<file path="src/rtl/md_cart_port_arbiter_pkg.sv">
// Shared types and constants for the cartridge port arbiter: FSM states,
// default address width, fetch timeout and the open-bus read value.
package md_cart_pkg;

  localparam int          CART_ADDR_W   = 21;
  localparam int          CART_TIMEOUT  = 48;
  localparam logic [15:0] CART_OPEN_BUS = 16'hFFFF;

  typedef enum logic [1:0] {
    IDLE,
    RD_WAIT,
    WR_WAIT,
    RD_DONE
  } arb_state_t;

endpackage

</file>
<file path="src/rtl/md_cart_port_arbiter_if.sv">
// Word-wide memory port with req/ack handshake. The arbiter is the master;
// the SDRAM/BRAM controller is the slave.
interface md_cart_port_arbiter_if
  import md_cart_pkg::*;
#(
  parameter int ADDR_W = CART_ADDR_W
);

  logic              mem_req;
  logic              mem_we;
  logic [ADDR_W-1:0] mem_addr;
  logic [15:0]       mem_wdata;
  logic              mem_ack;
  logic [15:0]       mem_rdata;

  modport master (
    output mem_req, mem_we, mem_addr, mem_wdata,
    input  mem_ack, mem_rdata
  );

  modport slave (
    input  mem_req, mem_we, mem_addr, mem_wdata,
    output mem_ack, mem_rdata
  );

endinterface

</file>
<file path="src/rtl/md_cart_port_arbiter_word_cache.sv">
// Single-word last-read cache: one tag/word pair with a valid bit, filled by
// completed reads and invalidated when a write lands on the cached address.
module md_cart_word_cache
  import md_cart_pkg::*;
#(
  parameter int ADDR_W = CART_ADDR_W
) (
  input  logic              clk,
  input  logic              rst_n,
  input  logic              fill,
  input  logic [ADDR_W-1:0] fill_tag,
  input  logic [15:0]       fill_word,
  input  logic              inval,
  input  logic [ADDR_W-1:0] inval_addr,
  input  logic [ADDR_W-1:0] lookup_addr,
  output logic              hit,
  output logic [15:0]       word
);

  logic              valid_reg;
  logic [ADDR_W-1:0] tag_reg;
  logic [15:0]       word_reg;

  always_ff @(posedge clk or negedge rst_n) begin
    if (!rst_n) begin
      valid_reg <= 1'b0;
      tag_reg   <= '0;
      word_reg  <= '0;
    end else if (fill) begin
      valid_reg <= 1'b1;
      tag_reg   <= fill_tag;
      word_reg  <= fill_word;
    end else if (inval && (tag_reg == inval_addr)) begin
      valid_reg <= 1'b0;
    end
  end

  assign hit  = valid_reg && (tag_reg == lookup_addr);
  assign word = word_reg;

endmodule

</file>
<file path="src/rtl/md_cart_port_arbiter.sv">
// Arbitrates one memory port between 68k cartridge reads and a ROM loader,
// holding cart_data for the bus cycle and aborting fetches that never ack.
module md_cart_port_arbiter
  import md_cart_pkg::*;
#(
  parameter int          ADDR_W   = CART_ADDR_W,
  parameter int          TIMEOUT  = CART_TIMEOUT,
  parameter logic [15:0] OPEN_BUS = CART_OPEN_BUS
) (
  input  logic                   MCLK,
  input  logic                   SRES,
  input  logic [ADDR_W-1:0]      cart_address,
  input  logic                   cart_cs,
  input  logic                   cart_oe,
  output logic [15:0]            cart_data,
  input  logic                   ld_valid,
  input  logic [ADDR_W-1:0]      ld_addr,
  input  logic [15:0]            ld_data,
  output logic                   ld_ready,
  md_cart_port_arbiter_if.master mem,
  output logic                   err_timeout,
  output logic                   busy
);

  localparam int              CNT_W   = $clog2(TIMEOUT + 1);
  localparam logic [CNT_W-1:0] CNT_MAX = {CNT_W{1'b1}};
  localparam logic [CNT_W-1:0] CNT_TO  = CNT_W'(TIMEOUT);

  arb_state_t        state_reg, state_next;
  logic              strobe_q_reg;
  logic              pending_reg, pending_next;
  logic [ADDR_W-1:0] rd_addr_reg, rd_addr_next;
  logic [15:0]       cart_data_reg, cart_data_next;
  logic              mem_req_reg, mem_req_next;
  logic              mem_we_reg, mem_we_next;
  logic [ADDR_W-1:0] mem_addr_reg, mem_addr_next;
  logic [15:0]       mem_wdata_reg, mem_wdata_next;
  logic [CNT_W-1:0]  cnt_reg, cnt_next;
  logic              err_reg, err_next;
  logic              ld_ready_reg, ld_ready_next;

  logic              strobe;
  logic              cart_edge;
  logic              cache_hit;
  logic [15:0]       cache_word;
  logic              cache_fill;
  logic              cache_inval;

  assign strobe    = cart_cs & cart_oe;
  assign cart_edge = strobe & ~strobe_q_reg;

  md_cart_word_cache #(
    .ADDR_W (ADDR_W)
  ) u_cache (
    .clk         (MCLK),
    .rst_n       (SRES),
    .fill        (cache_fill),
    .fill_tag    (mem_addr_reg),
    .fill_word   (mem.mem_rdata),
    .inval       (cache_inval),
    .inval_addr  (mem_addr_reg),
    .lookup_addr (rd_addr_reg),
    .hit         (cache_hit),
    .word        (cache_word)
  );

  always_ff @(posedge MCLK or negedge SRES) begin
    if (!SRES) begin
      state_reg     <= IDLE;
      strobe_q_reg  <= 1'b0;
      pending_reg   <= 1'b0;
      rd_addr_reg   <= '0;
      cart_data_reg <= '0;
      mem_req_reg   <= 1'b0;
      mem_we_reg    <= 1'b0;
      mem_addr_reg  <= '0;
      mem_wdata_reg <= '0;
      cnt_reg       <= '0;
      err_reg       <= 1'b0;
      ld_ready_reg  <= 1'b0;
    end else begin
      state_reg     <= state_next;
      strobe_q_reg  <= strobe;
      pending_reg   <= pending_next;
      rd_addr_reg   <= rd_addr_next;
      cart_data_reg <= cart_data_next;
      mem_req_reg   <= mem_req_next;
      mem_we_reg    <= mem_we_next;
      mem_addr_reg  <= mem_addr_next;
      mem_wdata_reg <= mem_wdata_next;
      cnt_reg       <= cnt_next;
      err_reg       <= err_next;
      ld_ready_reg  <= ld_ready_next;
    end
  end

  always_comb begin
    state_next     = state_reg;
    pending_next   = pending_reg;
    rd_addr_next   = rd_addr_reg;
    cart_data_next = cart_data_reg;
    mem_req_next   = mem_req_reg;
    mem_we_next    = mem_we_reg;
    mem_addr_next  = mem_addr_reg;
    mem_wdata_next = mem_wdata_reg;
    cnt_next       = cnt_reg;
    err_next       = err_reg;
    ld_ready_next  = 1'b0;
    cache_fill     = 1'b0;
    cache_inval    = 1'b0;

    case (state_reg)
      IDLE: begin
        if (pending_reg) begin
          pending_next = 1'b0;
          if (cache_hit) begin
            cart_data_next = cache_word;
          end else begin
            mem_req_next  = 1'b1;
            mem_we_next   = 1'b0;
            mem_addr_next = rd_addr_reg;
            cnt_next      = '0;
            state_next    = RD_WAIT;
          end
        // A cart edge this cycle becomes pending next cycle and must win the
        // tie; the ld_ready cycle is skipped so a held ld_valid is not reissued.
        end else if (ld_valid && !cart_edge && !ld_ready_reg) begin
          mem_req_next   = 1'b1;
          mem_we_next    = 1'b1;
          mem_addr_next  = ld_addr;
          mem_wdata_next = ld_data;
          cnt_next       = '0;
          state_next     = WR_WAIT;
        end
      end

      RD_WAIT: begin
        if (mem.mem_ack) begin
          cart_data_next = mem.mem_rdata;
          cache_fill     = 1'b1;
          mem_req_next   = 1'b0;
          state_next     = RD_DONE;
        end else if (cnt_reg == CNT_TO) begin
          mem_req_next   = 1'b0;
          cart_data_next = OPEN_BUS;
          err_next       = 1'b1;
          state_next     = IDLE;
        end else begin
          cnt_next = (cnt_reg == CNT_MAX) ? cnt_reg : cnt_reg + 1'b1;
        end
      end

      WR_WAIT: begin
        if (mem.mem_ack) begin
          mem_req_next  = 1'b0;
          ld_ready_next = 1'b1;
          cache_inval   = 1'b1;
          state_next    = IDLE;
        end else if (cnt_reg == CNT_TO) begin
          mem_req_next = 1'b0;
          err_next     = 1'b1;
          state_next   = IDLE;
        end else begin
          cnt_next = (cnt_reg == CNT_MAX) ? cnt_reg : cnt_reg + 1'b1;
        end
      end

      RD_DONE: begin
        state_next = IDLE;
      end

      default: begin
        state_next = IDLE;
      end
    endcase

    // Newest strobe always replaces an unserved one.
    if (cart_edge) begin
      pending_next = 1'b1;
      rd_addr_next = cart_address;
    end
  end

  assign cart_data     = cart_data_reg;
  assign ld_ready      = ld_ready_reg;
  assign err_timeout   = err_reg;
  assign busy          = (state_reg != IDLE);
  assign mem.mem_req   = mem_req_reg;
  assign mem.mem_we    = mem_we_reg;
  assign mem.mem_addr  = mem_addr_reg;
  assign mem.mem_wdata = mem_wdata_reg;

endmodule

</file>
<file path="src/flat_wrapper.sv">
// flat-port wrapper written by rule: the top's interface ports become plain ports
module md_cart_port_arbiter_flat import md_cart_pkg::*;
#(
  parameter int          ADDR_W   = CART_ADDR_W,
  parameter int          TIMEOUT  = CART_TIMEOUT,
  parameter logic [15:0] OPEN_BUS = CART_OPEN_BUS
)
  (MCLK, SRES, cart_address, cart_cs, cart_oe, cart_data, ld_valid, ld_addr, ld_data, ld_ready, err_timeout, busy, mem_mem_req, mem_mem_we, mem_mem_addr, mem_mem_wdata, mem_mem_ack, mem_mem_rdata);
  md_cart_port_arbiter_if #(.ADDR_W(ADDR_W)) mem_i ();
  input  logic MCLK;
  input  logic SRES;
  input  logic [ADDR_W-1:0] cart_address;
  input  logic cart_cs;
  input  logic cart_oe;
  output logic [15:0] cart_data;
  input  logic ld_valid;
  input  logic [ADDR_W-1:0] ld_addr;
  input  logic [15:0] ld_data;
  output logic ld_ready;
  output logic err_timeout;
  output logic busy;
  output wire logic [$bits(mem_i.mem_req)-1:0] mem_mem_req;
  output wire logic [$bits(mem_i.mem_we)-1:0] mem_mem_we;
  output wire logic [$bits(mem_i.mem_addr)-1:0] mem_mem_addr;
  output wire logic [$bits(mem_i.mem_wdata)-1:0] mem_mem_wdata;
  input wire logic [$bits(mem_i.mem_ack)-1:0] mem_mem_ack;
  input wire logic [$bits(mem_i.mem_rdata)-1:0] mem_mem_rdata;
  assign mem_mem_req = mem_i.mem_req;
  assign mem_mem_we = mem_i.mem_we;
  assign mem_mem_addr = mem_i.mem_addr;
  assign mem_mem_wdata = mem_i.mem_wdata;
  assign mem_i.mem_ack = mem_mem_ack;
  assign mem_i.mem_rdata = mem_mem_rdata;
  md_cart_port_arbiter #(.ADDR_W(ADDR_W), .TIMEOUT(TIMEOUT), .OPEN_BUS(OPEN_BUS)) u_core (.MCLK(MCLK), .SRES(SRES), .cart_address(cart_address), .cart_cs(cart_cs), .cart_oe(cart_oe), .cart_data(cart_data), .ld_valid(ld_valid), .ld_addr(ld_addr), .ld_data(ld_data), .ld_ready(ld_ready), .mem(mem_i), .err_timeout(err_timeout), .busy(busy));
endmodule
</file>
<file path="config.mk">
export PLATFORM = sky130hd
export DESIGN_NAME = md_cart_port_arbiter_flat
export DESIGN_NICKNAME = d
export VERILOG_FILES = /design/src/rtl/md_cart_port_arbiter_pkg.sv /design/src/rtl/md_cart_port_arbiter_if.sv /design/src/rtl/md_cart_port_arbiter_word_cache.sv /design/src/rtl/md_cart_port_arbiter.sv /design/src/flat_wrapper.sv
export SDC_FILE = /design/constraint.sdc
export NUM_CORES = 1
export LEC_CHECK = 0
export CORE_MARGIN = 4
export CORE_UTILIZATION = 50
export CTS_CLUSTER_SIZE = 28
export DETAILED_ROUTE_END_ITERATION = 6
export PLACE_DENSITY = 0.91
export SLEW_MARGIN = 25
export SYNTH_ARGS = -nofsm -noshare
export SYNTH_HDL_FRONTEND = slang
export SYNTH_SLANG_ARGS = --single-unit
</file>
<file path="constraint.sdc">
create_clock -name MCLK -period 3 [get_ports MCLK]
set_clock_uncertainty 0.05 [all_clocks]
set_input_delay 0.6 -clock MCLK [delete_from_list [all_inputs] [get_ports MCLK]]
set_output_delay 0.6 -clock MCLK [all_outputs]
set_load 0.01 [all_outputs]
</file>
==> impl_metrics.toml, run 1 <==
[sta]
period_share_pct = 89.9
maxSlewHeadroom_pct = 33.6
hold_violations = 0
setup_tns_ps = 0
slew_viol_final = 0
max_freq_mhz = 371
period_minus_slack_ps = 2700
tightest_slew_ps = 996
rsz0062_at_grt = "no"
setup_violations = 0

[place]
dpl-instance-area_um2 = 7430
io_buffers = 137
place_inst = 719
gp_routability_congestion = 0.839
hpwlAfterDp_um = 9900

[worst_setup_path]
crit_required_ps = 3200
cp_max_fo = 16
worst_setup_path_end_kind = "register"
crit_arrival_ps = 2900
cp-start-kind = "register"
r2r-start = "u_core.rd_addr_reg[17]"
critPathKind = "register to register"
setup.worst_path.start = "u_core.rd_addr_reg[17]"

[pwr]
p_leak_nw = 3.47
p_clk_share_pct = 22.0
switching_share_pct = 33.9
p_switching_w = 0.00285
powerDensity_nw_per_um2 = 1060
p_comb_share_pct = 41.4
total_power_w = 0.00840
p_int_w = 0.00556
peakVddDrop_v = 0.000619
seqPwrFrac_pct = 36.6

[floorplanning]
die_y_um = 116
initial_core_util_pct = 51.3
io_pins = 138
die_area_um2 = 13500
core_area_um2 = 11400
die_x_um = 116
rows = 39

[finish]
drive_gt1_share_pct = 24.9
syn2layout_area_growth_pct = 35.9
layout.cells.non_filler = 749
n_antenna_cell = 0
fin_nets = 681
design_area_um2 = 7960

[cts]
cts_sinks = 126
ctsHoldBuffers = 0
cts_buffer_depth = 2
cts_made_buffers = 17
htreeDepth = 4
cts_setup_buffers = 0
clk_pin_slew_ps = 60
clk-insertion-delay-late_ps = 410
cts_root_buf = "clkbuf_16"
cts_tree = "done"
cts_resized = 0

[drt]
ant_nets = 0
firstDrtPassIters = 5
drtIter0Drc = 316
routed_wl_um = 14100
wl_per_cell_um = 18.8
vias_per_cell = 5.50
drcViolationCount = 0
vias = 4120

[synth]
synthesis.nets = 534
synthDistinctLibCells = 43
ys_seq_area_share_pct = 53.8
syn-mean-instance-area_um2 = 13.1
synth_top_area_share_pct = 53.8
yosysWarnings = 0
yosys_most_used_dff = "dfrtp_1"
postSynth.asyncResetShare_pct = 100
yosysTopAreaCell = "dfrtp_1"
syn_area_um2 = 5860
yosys-top-cells-area = "dfrtp_1 54%, mux2_2 20%, xor2_1 3.3%"
synth_edf_count = 0
netlist_instances = 448
synth-seq-cells = 126

[run]
maxCapViolations = 0

[global_routing]
grt_pass1_vias = 4509
grt_overflow = 0
antenna_found_initial = 0
grtUsageTotal_pct = 21.6
grt_max_degree = 58
grt_pass1_wl_um = 22600

[outcome]
status = "complete, no violations"

[worst_hold_path]
hold_path.class = "input pin to async pin"
-- critical path, cell delays in order (launching register included) --
cell	delay (ps)
dfrtp_1	400
xor2_1	180
a2111o_1	430
a2111oi_4	240
nand3_1	220
a221o_1	760
mux2i_1	240
-- worst paths after layout --
path	to	slack (ps)	depth (start not counted)
setup reg to reg	u_core.cart_data[9]	300	6
min in group MCLK	u_core.err_timeout	440	1
hold / removal	u_core.mem.mem_wdata[6]	150	1
setup / recovery	u_core.cart_data[9]	300	6
hold reg to reg	u_core.err_timeout	440	1
max in group asynchronous	u_core.u_cache.word[7]	1980	2
-- cell usage in the layout, fill, tap and decap left out, drive strengths merged, types with 5 or more instances in the layout --
cell type | netlist | final
ha | 6 | 6
clkdlybuf4s50 | 0 | 136
nand3 | 7 | 7
nand2 | 8 | 8
nor4 | 5 | 5
nor2 | 5 | 5
mux2i | 16 | 16
xor2 | 22 | 22
nand4 | 6 | 6
o21ai | 8 | 8
buf | 4 | 12
dfrtp | 126 | 126
clkbuf | 16 | 18
clkinv | 0 | 6
inv | 26 | 27
o22ai | 17 | 17
mux2 | 116 | 116
xnor2 | 17 | 17
-- synth_stat cells (6+ instances only) --
cell type,instances
o21ai_0,8
ha_1,6
inv_1,26
dfrtp_1,126
mux2_2,103
mux2_1,13
xnor2_1,17
nand4_1,6
clkbuf_1,16
nand2_1,8
xor2_1,22
mux2i_1,16
nand3_1,7
o22ai_1,17
-- power by group through the flow --
stage	sequential (W)	combinational, W	clock [W]
3_5_place_dp	0.00309	0.00347	0
3_3_place_gp	0.00302	0.00335	0
2_1_floorplan	0.00313	0.00191	0
6_report	0.00307	0.00348	0.00185
4_1_cts	0.00307	0.00352	0.00187
5_1_grt	0.00318	0.00376	0.00196
-- through the flow --
| stage | util, % | hold WS (ps) | worst slack [ps] |
|---|---|---|---|
| final | 69.7 | 152 | 302 |
| after global routing | 69.7 | 197 | 130 |
| after CTS | 69.7 | 180 | 308 |
| after detailed placement | 65.1 | 429 | 322 |
| after global placement | 65.1 | 415 | 425 |
| after floorplan | - | 254 | 724 |
-- layout make-up --
cell class / instances / area, µm²
fill: 822 / 3460
sequential: 126 / 3150
multi-input combinational: 276 / 2520
timing repair buffer: 148 / 1480
clock buffer: 18 / 429
tap: 143 / 179
clock inverter: 12 / 98.8
inverter: 26 / 97.6
-- logic make-up after synthesis --
family	count (synthesis)	synth area share, %
multiplexers	132	25.0
flip-flops	126	53.8
AO/OA/AOI/OAI	50	6.24
AND/OR/NAND/NOR	49	4.57
buffers and inverters	46	3.18
XOR/XNOR	39	5.83
adder cells (fa/ha/maj)	6	1.28
-- layer usage --
metal	GRT usage [%]	share of wire (%)	up-vias
li1	-	-	1888
met1	27.3	40	2071
met2	36.3	53	138
met3	5.39	5.5	23
met4	7.04	1.5	0
met5	0	0	-
Note: power is estimated with default switching activity, not from simulation.
==> inputs of run 2 (changes only) <==
==> constraint.sdc (replaced) <==
create_clock -name MCLK -period 3.1 [get_ports MCLK]
set_clock_uncertainty 0.05 [all_clocks]
set_input_delay 0.62 -clock MCLK [delete_from_list [all_inputs] [get_ports MCLK]]
set_output_delay 0.62 -clock MCLK [all_outputs]
set_load 0.01 [all_outputs]
==> impl_metrics.toml, run 2 (synthesis results as in run 1) <==
[cts]
ctsHoldBuffers = 0
cts_setup_buffers = 0
cts_root_buf = "clkbuf_16"
cts_buffer_depth = 2
cts_made_buffers = 17
clk_pin_slew_ps = 50
cts_sinks = 126
cts_tree = "done"
cts_resized = 0
clk-insertion-delay-late_ps = 410
htreeDepth = 4

[worst_setup_path]
endpoint = "busy"
critPathTopFamily = "buffers and inverters"
slowest_stage = "clkdlybuf4s50_1"
worst_setup_path_end_kind = "output pin"
crit_buf_inv = 3
crit_arrival_ps = 2050
cp-start-kind = "register"
reg2reg_depth = 6
reg2reg_slack_ps = 390
crit_top_cell = "inv_1"
critPathKind = "register to output pin"
r2r-start = "u_core.rd_addr_reg[17]"
crit_required_ps = 2430
r2r_end = "u_core.cart_data[9]"
setup.worst_path.start = "u_core.state_reg[0]"
crit_cells = 4
cp_max_fo = 12
path_cells = "inv_1, ha_1, inv_1, clkdlybuf4s50_1"
cpPeakStageDelay_ps = 510

[drt]
vias = 4102
ant_nets = 0
vias_per_cell = 5.49
routed_wl_um = 14100
drcViolationCount = 0
wl_per_cell_um = 18.8
firstDrtPassIters = 5
drtIter0Drc = 271

[sta]
setup_tns_ps = 0
fin_ws_ps = 376
slew_viol_final = 0
setup_violations = 0
rsz0062_at_grt = "no"
max_freq_mhz = 367
maxSlewHeadroom_pct = 35.9
hold_violations = 0
tightest_slew_ps = 961
period_share_pct = 87.9
period_minus_slack_ps = 2720

[finish]
final_core_util_pct = 69.9
fin_nets = 678
drive_gt1_share_pct = 24.3
syn2layout_area_growth_pct = 36.3
layout_commonest_cell = "clkdlybuf4s50_1"
final_cell_mix = "136 x clkdlybuf4s50_1, 126 x dfrtp_1, 103 x mux2_2"
n_antenna_cell = 0

[floorplanning]
initial_core_util_pct = 51.3
die_x_um = 116
die_area_um2 = 13500
rows = 39
die_y_um = 116
io_pins = 138
core_area_um2 = 11400

[pwr]
switching_share_pct = 33.0
p_comb_share_pct = 40.5
p_leak_nw = 3.49
seqPwrFrac_pct = 36.1
peakVddDrop_v = 0.000557
p_switching_w = 0.00272
powerDensity_nw_per_um2 = 1030
p_int_w = 0.00554
p_clk_share_pct = 23.4

[place]
pre_cts_ws_ps = 381
gp_routability_congestion = 0.805
io_buffers = 137
hpwlAfterDp_um = 9820

[global_routing]
grt_pass1_vias = 4648
grt_max_degree = 79
grtUsageTotal_pct = 21.7
antenna_found_initial = 0
grt_pass1_wl_um = 22600
grt_overflow = 0

[worst_hold_path]
hold_path.class = "input pin to async pin"

[run]
maxCapViolations = 0

[outcome]
status = "complete, no violations"
==> run 2: metal layers <==
metal	up-vias	global-route usage, %	wire, µm
met2	139	37.8	7300
met4	0	8.58	338
met5	-	0	0
li1	1889	-	-
met3	31	6.42	881
met1	2043	25.2	5540
==> run 2: power groups by stage <==
stage | clock network [W] | logic [W] | registers, W
global route | 0.00205 | 0.00362 | 0.00307
global placement | 0 | 0.00322 | 0.00292
detailed placement | 0 | 0.00334 | 0.00299
floorplan | 0 | 0.00185 | 0.00303
CTS | 0.00197 | 0.00338 | 0.00298
finish | 0.00193 | 0.00335 | 0.00298
==> run 2: final cells by class <==
type | count | area [µm²]
clock buffers | 24 | 492
clock inverters | 7 | 85.1
fillers | 806 | 3440
inverters | 26 | 97.6
multi-input cells | 276 | 2520
flip-flops and latches | 126 | 3150
well taps | 143 | 179
repair buffers | 145 | 1450
==> run 2: per-stage QoR <==
stage | total power, W | cell area [µm²] | cells | hold WS, ps
detailed placement | 0.00633 | 7410 | 716 | 432
global route | 0.00875 | 7980 | 747 | 226
global placement | 0.00614 | 7410 | 716 | 421
CTS | 0.00832 | 7980 | 747 | 194
floorplan | 0.00487 | 5860 | 448 | 274
finish | 0.00826 | 7980 | 747 | 185
==> run 2: worst min path at each step <==
| stage | startpoint | endpoint | slack (ps) | cells after the start |
|---|---|---|---|---|
| 6_report | SRES | u_core.mem.mem_wdata[11] | 190 | 1 |
| 5_1_grt | SRES | u_core.mem.mem_wdata[11] | 230 | 1 |
| 4_1_cts | SRES | u_core.mem.mem_wdata[11] | 190 | 1 |
| 3_5_place_dp | u_core.err_timeout | u_core.err_timeout | 430 | 1 |
| 3_3_place_gp | u_core.err_timeout | u_core.err_timeout | 420 | 1 |
| 2_1_floorplan | SRES | u_core.cart_data[0] | 270 | 0 |
==> inputs of run 3 (changes only) <==
--- a/config.mk
+++ b/config.mk
@@ -10,6 +10,7 @@
 export CTS_CLUSTER_SIZE = 28
 export DETAILED_ROUTE_END_ITERATION = 6
 export PLACE_DENSITY = 0.91
+export REMOVE_ABC_BUFFERS = 1
 export SLEW_MARGIN = 25
 export SYNTH_ARGS = -nofsm -noshare
 export SYNTH_HDL_FRONTEND = slang
==> impl_metrics.toml, run 3 (synthesis results as in run 1) <==
[outcome]
status = "complete, no violations"

[pwr]
peakVddDrop_v = 0.000664
powerDensity_nw_per_um2 = 1060
p_leak_nw = 3.51
total_power_w = 0.00855

[worst_setup_path]
cp-start-kind = "register"
cp_max_fo = 12
path_cells = "inv_1, ha_1, inv_1, clkdlybuf4s50_1"
r2r_end = "u_core.cart_data[13]"
reg2reg_slack_ps = 410
crit_arrival_ps = 2030
reg2reg_depth = 6
r2r-start = "u_core.rd_addr_reg[17]"
cpPeakStageDelay_ps = 510
crit_top_cell = "inv_1"
slowest_stage = "clkdlybuf4s50_1"
critPathKind = "register to output pin"
crit_required_ps = 2430
setup.worst_path.start = "u_core.state_reg[0]"
endpoint = "busy"
worst_setup_path_end_kind = "output pin"

[floorplanning]
io_pins = 138
die_y_um = 116
die_area_um2 = 13500
core_area_um2 = 11400
die_x_um = 116
rows = 39
initial_core_util_pct = 51.3

[place]
hpwlAfterDp_um = 9520
place_inst = 716
io_buffers = 137
pre_cts_ws_ps = 444
gp_routability_congestion = 0.783

[finish]
fillers = 775
n_antenna_cell = 0
final_cell_mix = "136 x clkdlybuf4s50_1, 126 x dfrtp_1, 103 x mux2_2"
syn2layout_area_growth_pct = 37.6
layout_commonest_cell = "clkdlybuf4s50_1"
layout.cells.non_filler = 748
fin_nets = 678
drive_gt1_share_pct = 25.0
multi_input_area_um2 = 2520
seqCellArea_um2 = 3150

[run]
maxCapViolations = 0

[drt]
firstDrtPassIters = 4
ant_nets = 0
routed_wl_um = 14200
wl_per_cell_um = 18.9
drtIter0Drc = 203
vias_per_cell = 5.50
drcViolationCount = 0
vias = 4111

[sta]
fin_ws_ps = 396
period_minus_slack_ps = 2700
period_share_pct = 87.2
setup_tns_ps = 0
hold_violations = 0
maxSlewHeadroom_pct = 35.5
setup_violations = 0
slew_viol_final = 0
rsz0062_at_grt = "no"
max_freq_mhz = 370
tightest_slew_ps = 967
fin_hold_ws_ps = 185

[worst_hold_path]
hold_path.class = "input pin to async pin"

[global_routing]
grt_pass1_vias = 4507
antenna_found_initial = 0
grtUsageTotal_pct = 22.1
grt_overflow = 0
grt_max_degree = 79
grt_pass1_wl_um = 22700

[cts]
htreeDepth = 4
cts_made_buffers = 17
cts_sinks = 126
cts_buffer_depth = 2
cts_tree = "done"
clk_pin_slew_ps = 50
cts_root_buf = "clkbuf_16"
ctsHoldBuffers = 0
clk-insertion-delay-late_ps = 410
cts_setup_buffers = 0
cts_resized = 0
[run 3: changes by cell type in the layout (fill, tap and decap cells not counted), sizes merged]
cell	previous run	this run
clkbuf	24	21
clkinv	5	4
bufinv	2	5
clkinvlp	0	2
[run 3: power breakdown]
part           switching, W  leakage, nW  internal, W
Combinational       0.00145         1.69      0.00191
Clock              0.000707        0.325      0.00151
Sequential         0.000611         1.50      0.00237
Total               0.00276         3.51      0.00578
[run 3: how the worst min path moves through the flow]
| stage | start | to | slack (ps) |
|---|---|---|---|
| after global routing | SRES | u_core.cart_data[4] | 220 |
| final | SRES | u_core.cart_data[4] | 190 |
| after global placement | u_core.err_timeout | u_core.err_timeout | 430 |
| after floorplan | SRES | u_core.cart_data[0] | 270 |
| after CTS | SRES | u_core.u_cache.word[7] | 200 |
| after detailed placement | u_core.mem.mem_wdata[8] | u_core.mem.mem_wdata[8] | 440 |
[run 3: layer usage]
metal / wire [µm] / GRT usage (%)
met1: 5580 / 25.6
met2: 7400 / 37.8
met3: 791 / 6.63
met4: 399 / 9.82
met5: 0 / 0
[run 3: area by class of cell]
cell class | instances | share of cell area (%)
flip-flops and latches | 126 | 39.1
multi-input cells | 276 | 31.3
repair buffers | 145 | 17.9
clock buffers | 21 | 5.96
clock inverters | 11 | 2.30
well taps | 143 | 2.22
inverters | 26 | 1.21
[run 3: metrics by stage]
step / utilization (%) / instance area, µm²
final: 70.6 / 8060
after global routing: 70.6 / 8060
after CTS: 70.6 / 8060
after detailed placement: 64.7 / 7390
after global placement: 64.7 / 7390
after floorplan: - / 5770
[run 3: worst max-delay path, delay by kind of cell (launching register included)]
family / cells / cell delay [ps]
flip-flops: 1 / 430
adder cells (fa/ha/maj): 1 / 400
buffers and inverters: 3 / 800
